### src/rtl/rom_serial_loader.sv
// 8N1 UART loader that streams a ROM image into storage at sequential addresses.
// Optional macro ROM_LOADER_INES_CHECK_EN validates the 4-byte iNES magic.
module rom_serial_loader #(
  parameter int CLKS_PER_BIT = 434,
  parameter int ROM_BYTES    = 'h6010
) (
  input  logic        clk,
  input  logic        rst,
  input  logic        din,
  input  logic        prg_ctrl,
  output logic        wr_en,
  output logic [15:0] wr_addr,
  output logic [7:0]  wr_data,
  output logic        busy,
  output logic        done,
  output logic        err
);

  localparam logic [15:0] HALF_M1 = 16'(CLKS_PER_BIT / 2 - 1);
  localparam logic [15:0] FULL_M1 = 16'(CLKS_PER_BIT - 1);
  localparam logic [15:0] LAST    = 16'(ROM_BYTES - 1);

  typedef enum logic [1:0] {
    IDLE,
    START,
    DATA,
    STOP
  } state_t;

  state_t      state;
  state_t      state_n;
  logic        s1;
  logic        rx;
  logic        prg_q;
  logic        rise;
  logic        fall;
  logic        hit;
  logic        stop_hit;
  logic        frame_ok;
  logic        frame_bad;
  logic        hdr_bad;
  logic [15:0] cnt;
  logic [2:0]  bit_idx;
  logic [7:0]  shreg;
  logic [15:0] counter;

  always_ff @(posedge clk or posedge rst) begin
    if (rst) begin
      s1    <= 1'b1;
      rx    <= 1'b1;
      prg_q <= 1'b0;
    end else begin
      s1    <= din;
      rx    <= s1;
      prg_q <= prg_ctrl;
    end
  end

  assign rise = prg_ctrl & ~prg_q;
  assign fall = ~prg_ctrl & prg_q;

  // Any session edge or an idle loader pins the receiver to IDLE,
  // which also discards a start bit already in flight.
  always_comb begin
    state_n  = state;
    stop_hit = 1'b0;
    hit      = (state == START) ? (cnt == HALF_M1) : (cnt == FULL_M1);
    if (rise || fall || !busy) begin
      state_n = IDLE;
    end else begin
      case (state)
        IDLE:    if (!rx) state_n = START;
        START:   if (hit) state_n = rx ? IDLE : DATA;
        DATA:    if (hit && bit_idx == 3'd7) state_n = STOP;
        STOP: begin
          if (hit) begin
            state_n  = IDLE;
            stop_hit = 1'b1;
          end
        end
        default: state_n = IDLE;
      endcase
    end
  end

  assign frame_ok  = stop_hit & rx;
  assign frame_bad = stop_hit & ~rx;

`ifdef ROM_LOADER_INES_CHECK_EN
  logic [7:0] magic;
  always_comb begin
    magic = 8'h4E;
    case (counter[1:0])
      2'd0: magic = 8'h4E;
      2'd1: magic = 8'h45;
      2'd2: magic = 8'h53;
      2'd3: magic = 8'h1A;
      default: magic = 8'h4E;
    endcase
    hdr_bad = (counter < 16'd4) && (shreg != magic);
  end
`else
  assign hdr_bad = 1'b0;
`endif

  always_ff @(posedge clk or posedge rst) begin
    if (rst) begin
      state   <= IDLE;
      cnt     <= '0;
      bit_idx <= '0;
      shreg   <= '0;
    end else begin
      state <= state_n;
      if (state_n != state || hit || state == IDLE)
        cnt <= '0;
      else
        cnt <= cnt + 16'd1;
      if (state != DATA)
        bit_idx <= '0;
      else if (hit)
        bit_idx <= bit_idx + 3'd1;
      if (state == DATA && hit)
        shreg <= {rx, shreg[7:1]};
    end
  end

  always_ff @(posedge clk or posedge rst) begin
    if (rst) begin
      wr_en   <= 1'b0;
      wr_addr <= '0;
      wr_data <= '0;
      busy    <= 1'b0;
      done    <= 1'b0;
      err     <= 1'b0;
      counter <= '0;
    end else begin
      wr_en <= 1'b0;
      if (rise) begin
        counter <= '0;
        done    <= 1'b0;
        err     <= 1'b0;
        busy    <= 1'b1;
      end else begin
        if (fall && busy) begin
          busy <= 1'b0;
        end else if (wr_en && wr_addr == LAST) begin
          done <= 1'b1;
          busy <= 1'b0;
        end
        if (frame_bad)
          err <= 1'b1;
        if (frame_ok) begin
          if (hdr_bad) begin
            err  <= 1'b1;
            busy <= 1'b0;
          end else begin
            wr_en   <= 1'b1;
            wr_data <= shreg;
            wr_addr <= counter;
            counter <= counter + 16'd1;
          end
        end
      end
    end
  end

endmodule

### config.mk
export PLATFORM = sky130hd
export DESIGN_NAME = rom_serial_loader
export DESIGN_NICKNAME = d
export VERILOG_FILES = /design/src/rtl/rom_serial_loader.sv
export SDC_FILE = /design/constraint.sdc
export NUM_CORES = 1
export LEC_CHECK = 0
export BUFFER_PORTS_ARGS = -buffer_cell sky130_fd_sc_hd__buf_2
export CORE_ASPECT_RATIO = 1.75
export CORE_MARGIN = 2
export CORE_UTILIZATION = 61
export CTS_BUF_LIST = sky130_fd_sc_hd__clkbuf_4
export CTS_CLUSTER_DIAMETER = 30
export CTS_CLUSTER_SIZE = 30
export DETAILED_ROUTE_END_ITERATION = 10
export PLACE_DENSITY = 0.93
export SLEW_MARGIN = 10
export SYNTH_ARGS = -nofsm -noshare
export SYNTH_HDL_FRONTEND = slang
export SYNTH_SLANG_ARGS = --single-unit
### constraint.sdc
create_clock -name clk -period 2.45 [get_ports clk]
set_input_delay 0.3675 -clock clk [delete_from_list [all_inputs] [get_ports clk]]
set_output_delay 0.3675 -clock clk [all_outputs]
set_load 0.005 [all_outputs]
==> metrics.md, run 1 <==
| Metric | Value |
|---|---|
| Status | `complete, no violations` |
| Synthesis-to-layout area growth | `13.6%` |
| FFs w/ async S/R, synth | `100%` |
| Cell Pwr Density | `~600 mW/mm²` |
| Wire per inst | `approximately 15 µm` |
| Clock sinks | `between 70 and 80` |
| Number of remaining DRC errors | `0` |
| Sequential share of power | `about 53%` |
| Antenna violations before repair | `0` |
| Initial Utilization | `approximately 63%` |
| CTS Buffer Depth | `2` |
| Syn Inst Count | `~300` |
| VDD IR max | `between 0.4 and 0.5 mV` |
| Final WS setup | `238 ps` |
| CTS Root Buffer Type | `clkbuf_4` |
| Vias | `around 2400` |
| Clock insertion delay at the later pin of the skew report | `430 ps` |
| Gr ovfl total | `0` |
| GPL Wtd Cong | `0.809` |
| Fin crit share | `between 90% and 100%` |
| WS Path Type | `register to register` |
| Die X | `between 60 and 70 µm` |
| Met2 track demand over resource | `approximately 40%` |
| Layout cells sized above 1 | `between 20% and 30%` |
| Syn Area/Cell | `between 10 and 15 µm²` |
| Iteration-0 DRC Markers | `112` |
| Headroom to the max-slew limit | `56.2%` |
| Core area | `between 0.005 and 0.006 mm²` |
| Fin crit period | `between 2000 and 2500 ps` |
| P_sw | `around 0.50 mW` |
| Worst slew pin tran | `657 ps` |
| Worst Setup End Kind | `register` |
| Row count | `36` |
| Tot GR Track Use | `around 24%` |
| Max FO, Critical Path | `12` |
| Top_reg_cell synth | `dfrtp_1` |
| Lkg Pwr | `~1.9 nW` |
| Cell Area, Synth | `between 0.003 and 0.004 mm²` |
| Final HPWL DP | `roughly 4.6 mm` |
| Startpoint class of the critical path | `register` |
| GRT busiest layer | `met2` |
| Vias in the first global route | `around 2500` |
| DP Worst Slack | `between 100 and 150 ps` |
| H-Tree Level Count | `3` |
| Final wirelength | `approximately 6.5 mm` |
| P_int | `1.91 mW` |
| Clock network power share | `44.5%` |
| Arr. time, crit path | `between 2000 and 3000 ps` |
| Post-route insts no fill | `roughly 420` |
| Num CTS Buffers | `9` |
| Final hold violations | `0` |
| Final setup skew | `15.0 ps` |
| Reg clk slew, reported paths | `roughly 120 ps` |
| Post-cts sizing count | `0` |
| Fmax | `~450 MHz` |
| Yosys warnings | `0` |
| Final ANT Viol Nets | `0` |
| DR pass1 iterations | `4` |
| Fin Setup TNS | `0 ps` |
| Largest cells by area after synthesis | `dfrtp_1 (53%), mux2_2 (10%), nor2_1 (3.5%)` |
| Logic pwr share | `around 2.5%` |
| Largest net degree at the start of global routing | `46` |
| Part of the Yosys area used for sequential elements | `54.9%` |
| DIE HEIGHT | `104 µm` |
| Dpl cells | `approximately 400` |
| Buffers on Ports | `31` |
| EDFF count, synth | `0` |
| Pins Over Slew Limit | `0` |
| Yosys top cell by area | `dfrtp_1` |
| Syn_nets | `~310` |
| Max-cap violations | `0` |
| Hold_buf cts | `1` |
| Nets | `between 300 and 400` |
| Synth cell types | `between 40 and 50` |
| GR Util met3 | `~5.6%` |
| Top-area cell type share of the netlist area | `a little over half` |
| Required @ worst endpoint | `2810 ps` |
| Final setup vio count | `0` |
| Met1 GRT Util | `~27%` |
| Hold Path Class | `input port to async pin` |
| Die area | `0.00632 mm²` |
| CTS tree | `built` |
| Post-CTS setup buffers | `0` |
| RSZ-0062 raised after global routing | `no` |
| Post-DR vias/cell | `just under 6` |
| Switching Share | `between 20 and 25%` |
| N_diodes | `0` |
| Synthesized flop and latch total | `76` |
| IO Count | `32` |
| First-pass GRT wire length | `approximately 11 mm` |
[cell type report]
| type | count | area [µm²] |
|---|---|---|
| fillers | 398 | 1600 |
| repair buffers | 37 | 228 |
| clock inverters | 7 | 146 |
| multi-input cells | 206 | 1470 |
| flip-flops and latches | 76 | 1900 |
| inverters | 8 | 30.0 |
| well taps | 76 | 95.1 |
| clock buffers | 9 | 67.6 |
[worst max-delay path, stage by stage, from the launching register on]
cell and delay (ps):
dfrtp_1 460, nor4b_1 410, and4_1 320, o211ai_2 180
buf_4 230, or3_1 380, a21oi_1 170
[Yosys cell counts (3+ instances only)]
cell / number
inv_1: 8
nand4_1: 8
buf_2: 5
nand2b_1: 3
dfrtp_1: 74
xnor2_1: 4
or4_1: 4
or3_1: 11
a21oi_1: 15
and4_1: 5
mux2_2: 32
nand3_1: 13
nand2_1: 13
nor2_1: 32
and3_1: 5
o21ai_0: 11
ha_1: 6
clkbuf_1: 4
o31ai_1: 3
mux2i_1: 3
xor2_1: 13
[cells in the final DEF, fill, tap and decap left out, types with 2 or more instances in the layout]
cell       count
o31ai_1        3
dfstp_2        2
nor3_1         2
xor2_1        13
mux2i_1        3
bufinv_16      4
buf_12         2
o21ai_0       11
inv_1          7
clkinv_4       2
xnor2_1        4
nand3_1       13
or4_1          4
clkbuf_4       9
dfrtp_1       74
buf_2         31
o21a_1         2
nand2b_1       3
ha_1           6
and2_1         2
o2111ai_1      2
nor2_1        32
nand2_1       13
or3_1         11
and4_1         5
and3_1         5
nand4_1        8
nor4_1         2
a21oi_1       15
buf_4          3
mux2_2        32
[state kept, by name (all words and copies together) (netlist names)]
name	count
state	2
done	1
counter	16
busy	1
shreg	8
wr_en	1
rx	1
s1	1
cnt	16
wr_addr	16
wr_data	8
bit_idx	3
err	1
prg_q	1
[cell families after synthesis]
logic type | count (synthesis) | share of synthesized area (%)
mux | 35 | 11.3
xor+xnor | 17 | 4.30
simple gates | 109 | 17.6
flops | 76 | 54.9
fa+ha+maj | 6 | 2.17
compound gates | 39 | 6.97
buf+inv | 20 | 2.78
[layer usage]
| layer | share of wire [%] | vias to the layer above |
|---|---|---|
| li1 | - | 1143 |
| met1 | 38 | 1227 |
| met2 | 56 | 44 |
| met3 | 2.7 | 20 |
| met4 | 3.7 | 0 |
| met5 | 0 | - |
[metrics by stage]
step	instance area, µm²	util (%)	power, mW	hold WS [ps]
finish	3940	71.0	2.40	7.98
global placement	3710	67.0	1.36	346
CTS	3940	71.0	2.42	0.270
floorplan	3470	-	1.34	345
global route	3940	71.0	2.49	29.2
detailed placement	3710	67.0	1.36	347
[power groups by stage]
stage | clock network, mW | logic [mW] | registers, mW
after floorplan | 0 | 0.0468 | 1.29
after global placement | 0 | 0.0598 | 1.30
after detailed placement | 0 | 0.0616 | 1.30
after CTS | 1.09 | 0.0628 | 1.27
after global routing | 1.15 | 0.0703 | 1.27
final | 1.07 | 0.0606 | 1.27
[final timing paths]
check | end | slack (ps) | cells past startpoint | start
worst min register to register | rx$_DFF_PP1_ | 360 | 0 | s1$_DFF_PP1_
max in group asynchronous | s1$_DFF_PP1_ | 1730 | 3 | rst
min in group clk | prg_q$_DFF_PP0_ | 70 | 1 | prg_ctrl
worst max register to register | counter[14]$_DFFE_PP0P_ | 240 | 6 | cnt[10]$_DFF_PP0_
worst min-delay path | wr_data[4]$_DFFE_PP0P_ | 8 | 2 | rst
worst max-delay path | counter[14]$_DFFE_PP0P_ | 240 | 6 | cnt[10]$_DFF_PP0_
Power figures use the tool's default switching activity.
==> run 2, diff against run 1 <==
--- a/config.mk
+++ b/config.mk
@@ -5,10 +5,11 @@
 export SDC_FILE = /design/constraint.sdc
 export NUM_CORES = 1
 export LEC_CHECK = 0
+export ABC_AREA = 1
 export BUFFER_PORTS_ARGS = -buffer_cell sky130_fd_sc_hd__buf_2
 export CORE_ASPECT_RATIO = 1.75
 export CORE_MARGIN = 2
-export CORE_UTILIZATION = 61
+export CORE_UTILIZATION = 62
 export CTS_BUF_LIST = sky130_fd_sc_hd__clkbuf_4
 export CTS_CLUSTER_DIAMETER = 30
 export CTS_CLUSTER_SIZE = 30
==> run 2 against run 1 <==
Compared with the run above:
- count of clock-buffer cells in the layout increased by 1
- first-iteration DRC count increased by 79%
- register-to-register slack about the same
- utilization decreased by 0.99 points
- critical path type unchanged
- largest power group unchanged
==> metrics.md, run 2 <==
| Metric | Value |
|---|---|
| Status | `complete, no violations` |
| Antenna violations before repair | `0` |
| Vias in the first global route | `just over 3000` |
| Max-cap violations | `0` |
| Worst slew pin tran | `623 ps` |
| Vias | `between 3000 and 4000` |
| Switching Share | `approximately 24%` |
| Startpoint class of the critical path | `register` |
| Most frequent cells after synthesis | `nand2_1 (87), dfrtp_1 (74), nor2_1 (48)` |
| Required @ worst endpoint | `around 2800 ps` |
| Syn_nets | `447` |
| Number of remaining DRC errors | `0` |
| Buffers on Ports | `31` |
| Lkg Pwr | `~2 nW` |
| DR pass1 iterations | `5` |
| Arr. time, crit path | `between 2000 and 3000 ps` |
| Final hold violations | `0` |
| Largest cells by area after synthesis | `dfrtp_1 (48%), nand2_1 (8.4%), o21ai_2 (4.7%)` |
| First-pass GRT wire length | `between 10 and 15 mm` |
| Nets | `around 500` |
| Worst Setup End Kind | `register` |
| P_int | `between 1.5 and 2 mW` |
| Final HPWL DP | `~6.3 mm` |
| Fin crit share | `approximately nine tenths` |
| GPL Wtd Cong | `~0.98` |
| FFs w/ async S/R, synth | `100%` |
| Core area | `around 0.0061 mm²` |
| CTS tree | `built` |
| Largest net degree at the start of global routing | `44` |
| Clock insertion delay at the later pin of the skew report | `roughly 440 ps` |
| Synthesis-to-layout area growth | `10.5%` |
| Part of the Yosys area used for sequential elements | `between 40% and 50%` |
| Logic pwr share | `about 5.3%` |
| P_sw | `roughly 0.54 mW` |
| H-Tree Level Count | `3` |
| CTS Root Buffer Type | `clkbuf_4` |
| Post-DR vias/cell | `roughly 5.4` |
| Syn Inst Count | `roughly 440` |
| Final setup vio count | `0` |
| Tot Pwr | `between 2 and 2.5 mW` |
| Final WS setup | `between 200 and 300 ps` |
| Clock network power share | `38.4%` |
| VDD IR max | `between 0.5 and 0.6 mV` |
| Final ANT Viol Nets | `0` |
| Layout cells sized above 1 | `22.9%` |
| IO Count | `32` |
| Fin crit period | `between 2000 and 2500 ps` |
| Final wirelength | `8.44 mm` |
| Pins Over Slew Limit | `0` |
| DP Worst Slack | `about 170 ps` |
| Final setup skew | `25.4 ps` |
| N_diodes | `0` |
| Iteration-0 DRC Markers | `~200` |
| Synth cell types | `36` |
| Post-route insts no fill | `approximately 560` |
| Met1 GRT Util | `~29%` |
| Num CTS Buffers | `9` |
| Initial Utilization | `between 60% and 70%` |
| Sequential share of power | `between 50% and 60%` |
| Top_reg_cell synth | `dfrtp_1` |
| Yosys top cell by area | `dfrtp_1` |
| Most frequent cells in the layout | `nand2_1 (87), dfrtp_1 (74), nor2_1 (48), inv_1 (46)` |
| Post-CTS setup buffers | `0` |
| GR Util met3 | `a little over 5%` |
| Top-area cell type share of the netlist area | `around 48%` |
| CTS Buffer Depth | `2` |
| Die area | `0.00695 mm²` |
| Tot GR Track Use | `roughly a quarter` |
| Syn Area/Cell | `~8.9 µm²` |
| Gr ovfl total | `0` |
| Reg clk slew, reported paths | `approximately 120 ps` |
| RSZ-0062 raised after global routing | `no` |
| Headroom to the max-slew limit | `between 50% and 60%` |
| Max FO, Critical Path | `9` |
| Most frequent cell after synthesis | `nand2_1` |
| Largest regs | `cnt (16), counter (16), wr_addr (16)` |
| Yosys warnings | `0` |
| EDFF count, synth | `0` |
| Post-route cell area | `0.00430 mm²` |
| Dpl cells | `~540` |
| Die X | `roughly 64 µm` |
| DIE HEIGHT | `between 100 and 150 µm` |
| Cell Pwr Density | `roughly 530 mW/mm²` |
| Cell Area, Synth | `between 0.003 and 0.004 mm²` |
| GRT busiest layer | `met2` |
| Row count | `38` |
| Met2 track demand over resource | `between 40% and 50%` |
| Wire per inst | `about 15 µm` |
| Commonest non-fill, non-tap cell in the layout | `nand2_1` |
| Synthesized flop and latch total | `between 70 and 80` |
| Placed Instance Area | `roughly 0.0041 mm²` |
| Hold Path Class | `input port to register` |
| Fmax | `around 450 MHz` |
| WS Path Type | `register to register` |
| Clock sinks | `76` |
| Fin Setup TNS | `0 ps` |
run 2: cell types whose count changed after synthesis, sizes merged, moves of 5 or more:
cell,previous run,this run
nor2,33,62
mux2,32,1
a21oi,15,5
or3,11,0
o21ai,11,40
and3,6,0
xor2,13,19
nand2,13,94
nor3,2,10
inv,8,54
and4,5,0
nand3,13,32
run 2: layer usage:
metal,vias up,wire [µm],part of all wire [%]
met3,32,297,3.5
li1,1473,-,-
met2,78,4550,54
met1,1465,3200,38
met5,-,0,0
met4,0,390,4.6
run 2: what timing repair did:
| action | 4_1_cts | 5_1_grt |
|---|---|---|
| resized for setup | 0 | 1 |
| endpoints found under the setup margin | 0 | 4 |
| endpoints found under the hold margin | 19 | 1 |
| hold buffers | 1 | 1 |
run 2: cell families after synthesis:
family,Yosys count,share of synthesized area [%]
multiplexers,1,0.290
AND/OR/NAND/NOR,215,26.7
flip-flops,76,49.0
XOR/XNOR,21,4.73
buffers and inverters,66,8.14
adder cells (fa/ha/maj),6,1.93
AO/OA/AOI/OAI,52,9.20
run 2: power groups by stage:
stage | Clock, mW | Sequential, mW | Combinational, mW
after floorplan | 0 | 1.30 | 0.0945
after global placement | 0 | 1.30 | 0.114
after detailed placement | 0 | 1.30 | 0.118
after CTS | 0.883 | 1.28 | 0.120
after global routing | 0.938 | 1.28 | 0.137
final | 0.871 | 1.28 | 0.121
run 2: cell type report:
| class | instances | area, µm² |
|---|---|---|
| clock buffers | 10 | 75.1 |
| clock inverters | 6 | 88.8 |
| fillers | 444 | 1840 |
| inverters | 56 | 214 |
| multi-input cells | 295 | 1680 |
| flip-flops and latches | 76 | 1900 |
| well taps | 80 | 100 |
| repair buffers | 38 | 238 |
run 2: final timing paths:
path	startpoint	end	slack, ps	cells after the start
setup / recovery	cnt[9]$_DFF_PP0_	cnt[10]$_DFF_PP0_	250	15
setup reg to reg	cnt[9]$_DFF_PP0_	cnt[10]$_DFF_PP0_	250	15
hold reg to reg	s1$_DFF_PP1_	rx$_DFF_PP1_	360	0
max in group asynchronous	rst	cnt[7]$_DFF_PP0_	1240	4
min in group asynchronous	rst	counter[1]$_DFFE_PP0P_	530	3
hold / removal	prg_ctrl	prg_q$_DFF_PP0_	70	1
run 2: critical path: stages (launching register included):
cell and delay, ps:
dfrtp_1 440, inv_1 120, nand2_1 60, nor2_1 110, nand2_1 70, nor2_1 150, nand4_1 190, nand2_1 130
nand2_2 60, nand2_2 60, nand2_1 50, nand2_1 80, nor2_2 40, nand2_2 270, buf_12 210, nor2_4 30
run 2: per-stage QoR:
stage | hold WS, ps | utilization (%)
floorplan | 345 | -
global placement | 347 | 66.9
detailed placement | 350 | 66.9
CTS | 2.52 | 69.7
global route | 46.9 | 70.1
finish | 68.6 | 70.1
==> run 3, diff against run 2 <==
--- a/config.mk
+++ b/config.mk
@@ -9,12 +9,12 @@
 export BUFFER_PORTS_ARGS = -buffer_cell sky130_fd_sc_hd__buf_2
 export CORE_ASPECT_RATIO = 1.75
 export CORE_MARGIN = 2
-export CORE_UTILIZATION = 62
+export CORE_UTILIZATION = 45
 export CTS_BUF_LIST = sky130_fd_sc_hd__clkbuf_4
 export CTS_CLUSTER_DIAMETER = 30
 export CTS_CLUSTER_SIZE = 30
 export DETAILED_ROUTE_END_ITERATION = 10
-export PLACE_DENSITY = 0.93
+export PLACE_DENSITY = 0.74
 export SLEW_MARGIN = 10
 export SYNTH_ARGS = -nofsm -noshare
 export SYNTH_HDL_FRONTEND = slang
==> run 3 against run 2 <==
Compared with the run above:
- critical path depth decreased by 3
- worst hold slack worse by 7.4 ps
- largest cell class unchanged
- count of clock-buffer cells in the layout is 1 lower
- fmax is 2.7% higher
- final cell count increased by 6.2%
- combinational power down 4%
- wire length decreased by 4.1%
- flip-flop and latch count did not move
- power down 10%
==> metrics.md, run 3 (synthesized netlist as in run 2, its figures left out) <==
| Metric | Value |
|---|---|
| P_int | `approximately 1.5 mW` |
| Lkg Pwr | `roughly 2 nW` |
| Core area | `about 0.0084 mm²` |
| Clock sinks | `76` |
| Arr. time, crit path | `2480 ps` |
| Vias | `2998` |
| DP Worst Slack | `~250 ps` |
| Commonest non-fill, non-tap cell in the layout | `nand2_1` |
| Cell count of the worst reg-to-reg path | `12` |
| Critical-path top delay cell | `dfrtp_1` |
| FF-to-FF Start | `cnt[2]$_DFF_PP0_` |
| Sequential share of power | `roughly 63%` |
| Status | `complete, no violations` |
| CTS tree | `built` |
| Sequential Area | `around 0.0019 mm²` |
| Synthesis-to-layout area growth | `9.94%` |
| Headroom to the max-slew limit | `between 60 and 70%` |
| Largest net degree at the start of global routing | `roughly 50` |
| Tot Pwr | `roughly 2.0 mW` |
| Crit path capture | `wr_addr[1]$_DFFE_PP0P_` |
| N_diodes | `0` |
| Multi-input gate area | `0.00168 mm²` |
| R2r setup slk | `310 ps` |
| Wire per inst | `13.6 µm` |
| Final core occ | `51.1%` |
| DR pass1 iterations | `4` |
| VDD IR max | `0.270 mV` |
| Placed Instance Area | `about 0.0041 mm²` |
| Startpoint class of the critical path | `register` |
| Nets | `486` |
| Max-cap violations | `0` |
| Required @ worst endpoint | `between 2000 and 3000 ps` |
| Worst slew pin tran | `a little under 600 ps` |
| Final wirelength | `8.09 mm` |
| GPL Wtd Cong | `about 0.9` |
| Final WS setup | `310 ps` |
| Reg clk slew, reported paths | `roughly 130 ps` |
| Post-DR vias/cell | `between 5 and 6` |
| P_sw | `between 0.5 and 0.6 mW` |
| Fin crit share | `between 80% and 90%` |
| Fin crit period | `roughly 2100 ps` |
| CP dominant cell by count | `nand2_1` |
| Final setup skew | `roughly 15 ps` |
| Antenna violations before repair | `0` |
| H-Tree Level Count | `3` |
| Logic pwr share | `about 5.7%` |
| First-pass GRT wire length | `13.9 mm` |
| Die area | `approximately 0.0094 mm²` |
| Cell Pwr Density | `478 mW/mm²` |
| RSZ-0062 raised after global routing | `no` |
| Clock network power share | `a little under a third` |
| IO Count | `32` |
| Reg-to-Reg End | `wr_addr[1]$_DFFE_PP0P_` |
| Final ANT Viol Nets | `0` |
| Hold slack final | `61.2 ps` |
| Fill count | `about 840` |
| Initial Utilization | `a little under half` |
| CP peak stage delay | `~450 ps` |
| Tot GR Track Use | `a little under 20%` |
| Switching Share | `a little over a quarter` |
| Final setup vio count | `0` |
| Dpl cells | `about 580` |
| Final HPWL DP | `~6.0 mm` |
| WS Path Type | `register to register` |
| Final hold violations | `0` |
| Pins Over Slew Limit | `0` |
| Post-route insts no fill | `between 500 and 600` |
| CTS Root Buffer Type | `clkbuf_4` |
| Die X | `around 74 µm` |
| Fmax | `~470 MHz` |
| Row count | `between 40 and 50` |
| Layout cells sized above 1 | `a little under a quarter` |
| Vias in the first global route | `3064` |
| Buffers on Ports | `31` |
| Crit path launch | `cnt[2]$_DFF_PP0_` |
| Post-route cell area | `around 0.0043 mm²` |
| DIE HEIGHT | `between 100 and 150 µm` |
| Clock insertion delay at the later pin of the skew report | `between 400 and 500 ps` |
| Crit path cell chain | `inv_1, nand2_1, nor2_1, nand2_1, nor2_1, nand4_1, nor3_2, nand2_1, clkinv_2, nand2_8, nand2_1, o21ai_2` |
| Gr ovfl total | `0` |
| Iteration-0 DRC Markers | `around 220` |
| Fin Setup TNS | `0 ps` |
| Largest regs | `cnt (16), counter (16), wr_addr (16)` |
| CTS Buffer Depth | `2` |
| Number of remaining DRC errors | `0` |
| Worst Setup End Kind | `register` |
| Max FO, Critical Path | `between 40 and 50` |
| Most frequent cells in the layout | `nand2_1 (87), dfrtp_1 (74), nor2_1 (48), inv_1 (46)` |
| Hold Path Class | `input port to register` |
| Num CTS Buffers | `9` |
[run 3: layout make-up]
| type | instances | share of cell area (%) |
|---|---|---|
| clock buffers | 9 | 1.58 |
| clock inverters | 7 | 1.02 |
| inverters | 56 | 5.00 |
| multi-input cells | 295 | 39.2 |
| flip-flops and latches | 76 | 44.5 |
| well taps | 115 | 3.37 |
| repair buffers | 38 | 5.27 |
[run 3: worst min path at each step]
stage / depth (start not counted) / slack (ps) / end / from
after global placement: 0 / 350 / rx$_DFF_PP1_ / s1$_DFF_PP1_
after CTS: 1 / 30 / prg_q$_DFF_PP0_ / prg_ctrl
after floorplan: 0 / 350 / rx$_DFF_PP1_ / s1$_DFF_PP1_
after detailed placement: 0 / 350 / rx$_DFF_PP1_ / s1$_DFF_PP1_
after global routing: 1 / 30 / prg_q$_DFF_PP0_ / prg_ctrl
final: 1 / 60 / prg_q$_DFF_PP0_ / prg_ctrl
[run 3: critical path: cells and delay by family, from the launching register on]
family                 cells  cell delay [ps]
AO/OA/AOI/OAI              1               60
flip-flops                 1              450
AND/OR/NAND/NOR            9             1250
buffers and inverters      2              270
[run 3: what timing repair did]
action,in CTS,in global routing
buffers inserted,0,0
hold buffers,2,0
setup endpoints to repair,0,19
endpoints found under the hold margin,27,0
resized for setup,0,1
[run 3: power by group through the flow]
stage / registers [mW] / logic, mW / clock network [mW]
2_1_floorplan: 1.30 / 0.0945 / 0
3_3_place_gp: 1.30 / 0.112 / 0
3_5_place_dp: 1.30 / 0.115 / 0
4_1_cts: 1.28 / 0.118 / 0.677
5_1_grt: 1.28 / 0.131 / 0.731
6_report: 1.28 / 0.116 / 0.649
[run 3: layer usage]
metal	GRT usage, %	wire (µm)	vias up	part of all wire [%]
met5	0	0	-	0
li1	-	-	1482	-
met2	32.2	4290	56	53
met1	22.1	3200	1435	40
met4	12.2	346	0	4.3
met3	3.63	247	25	3.1
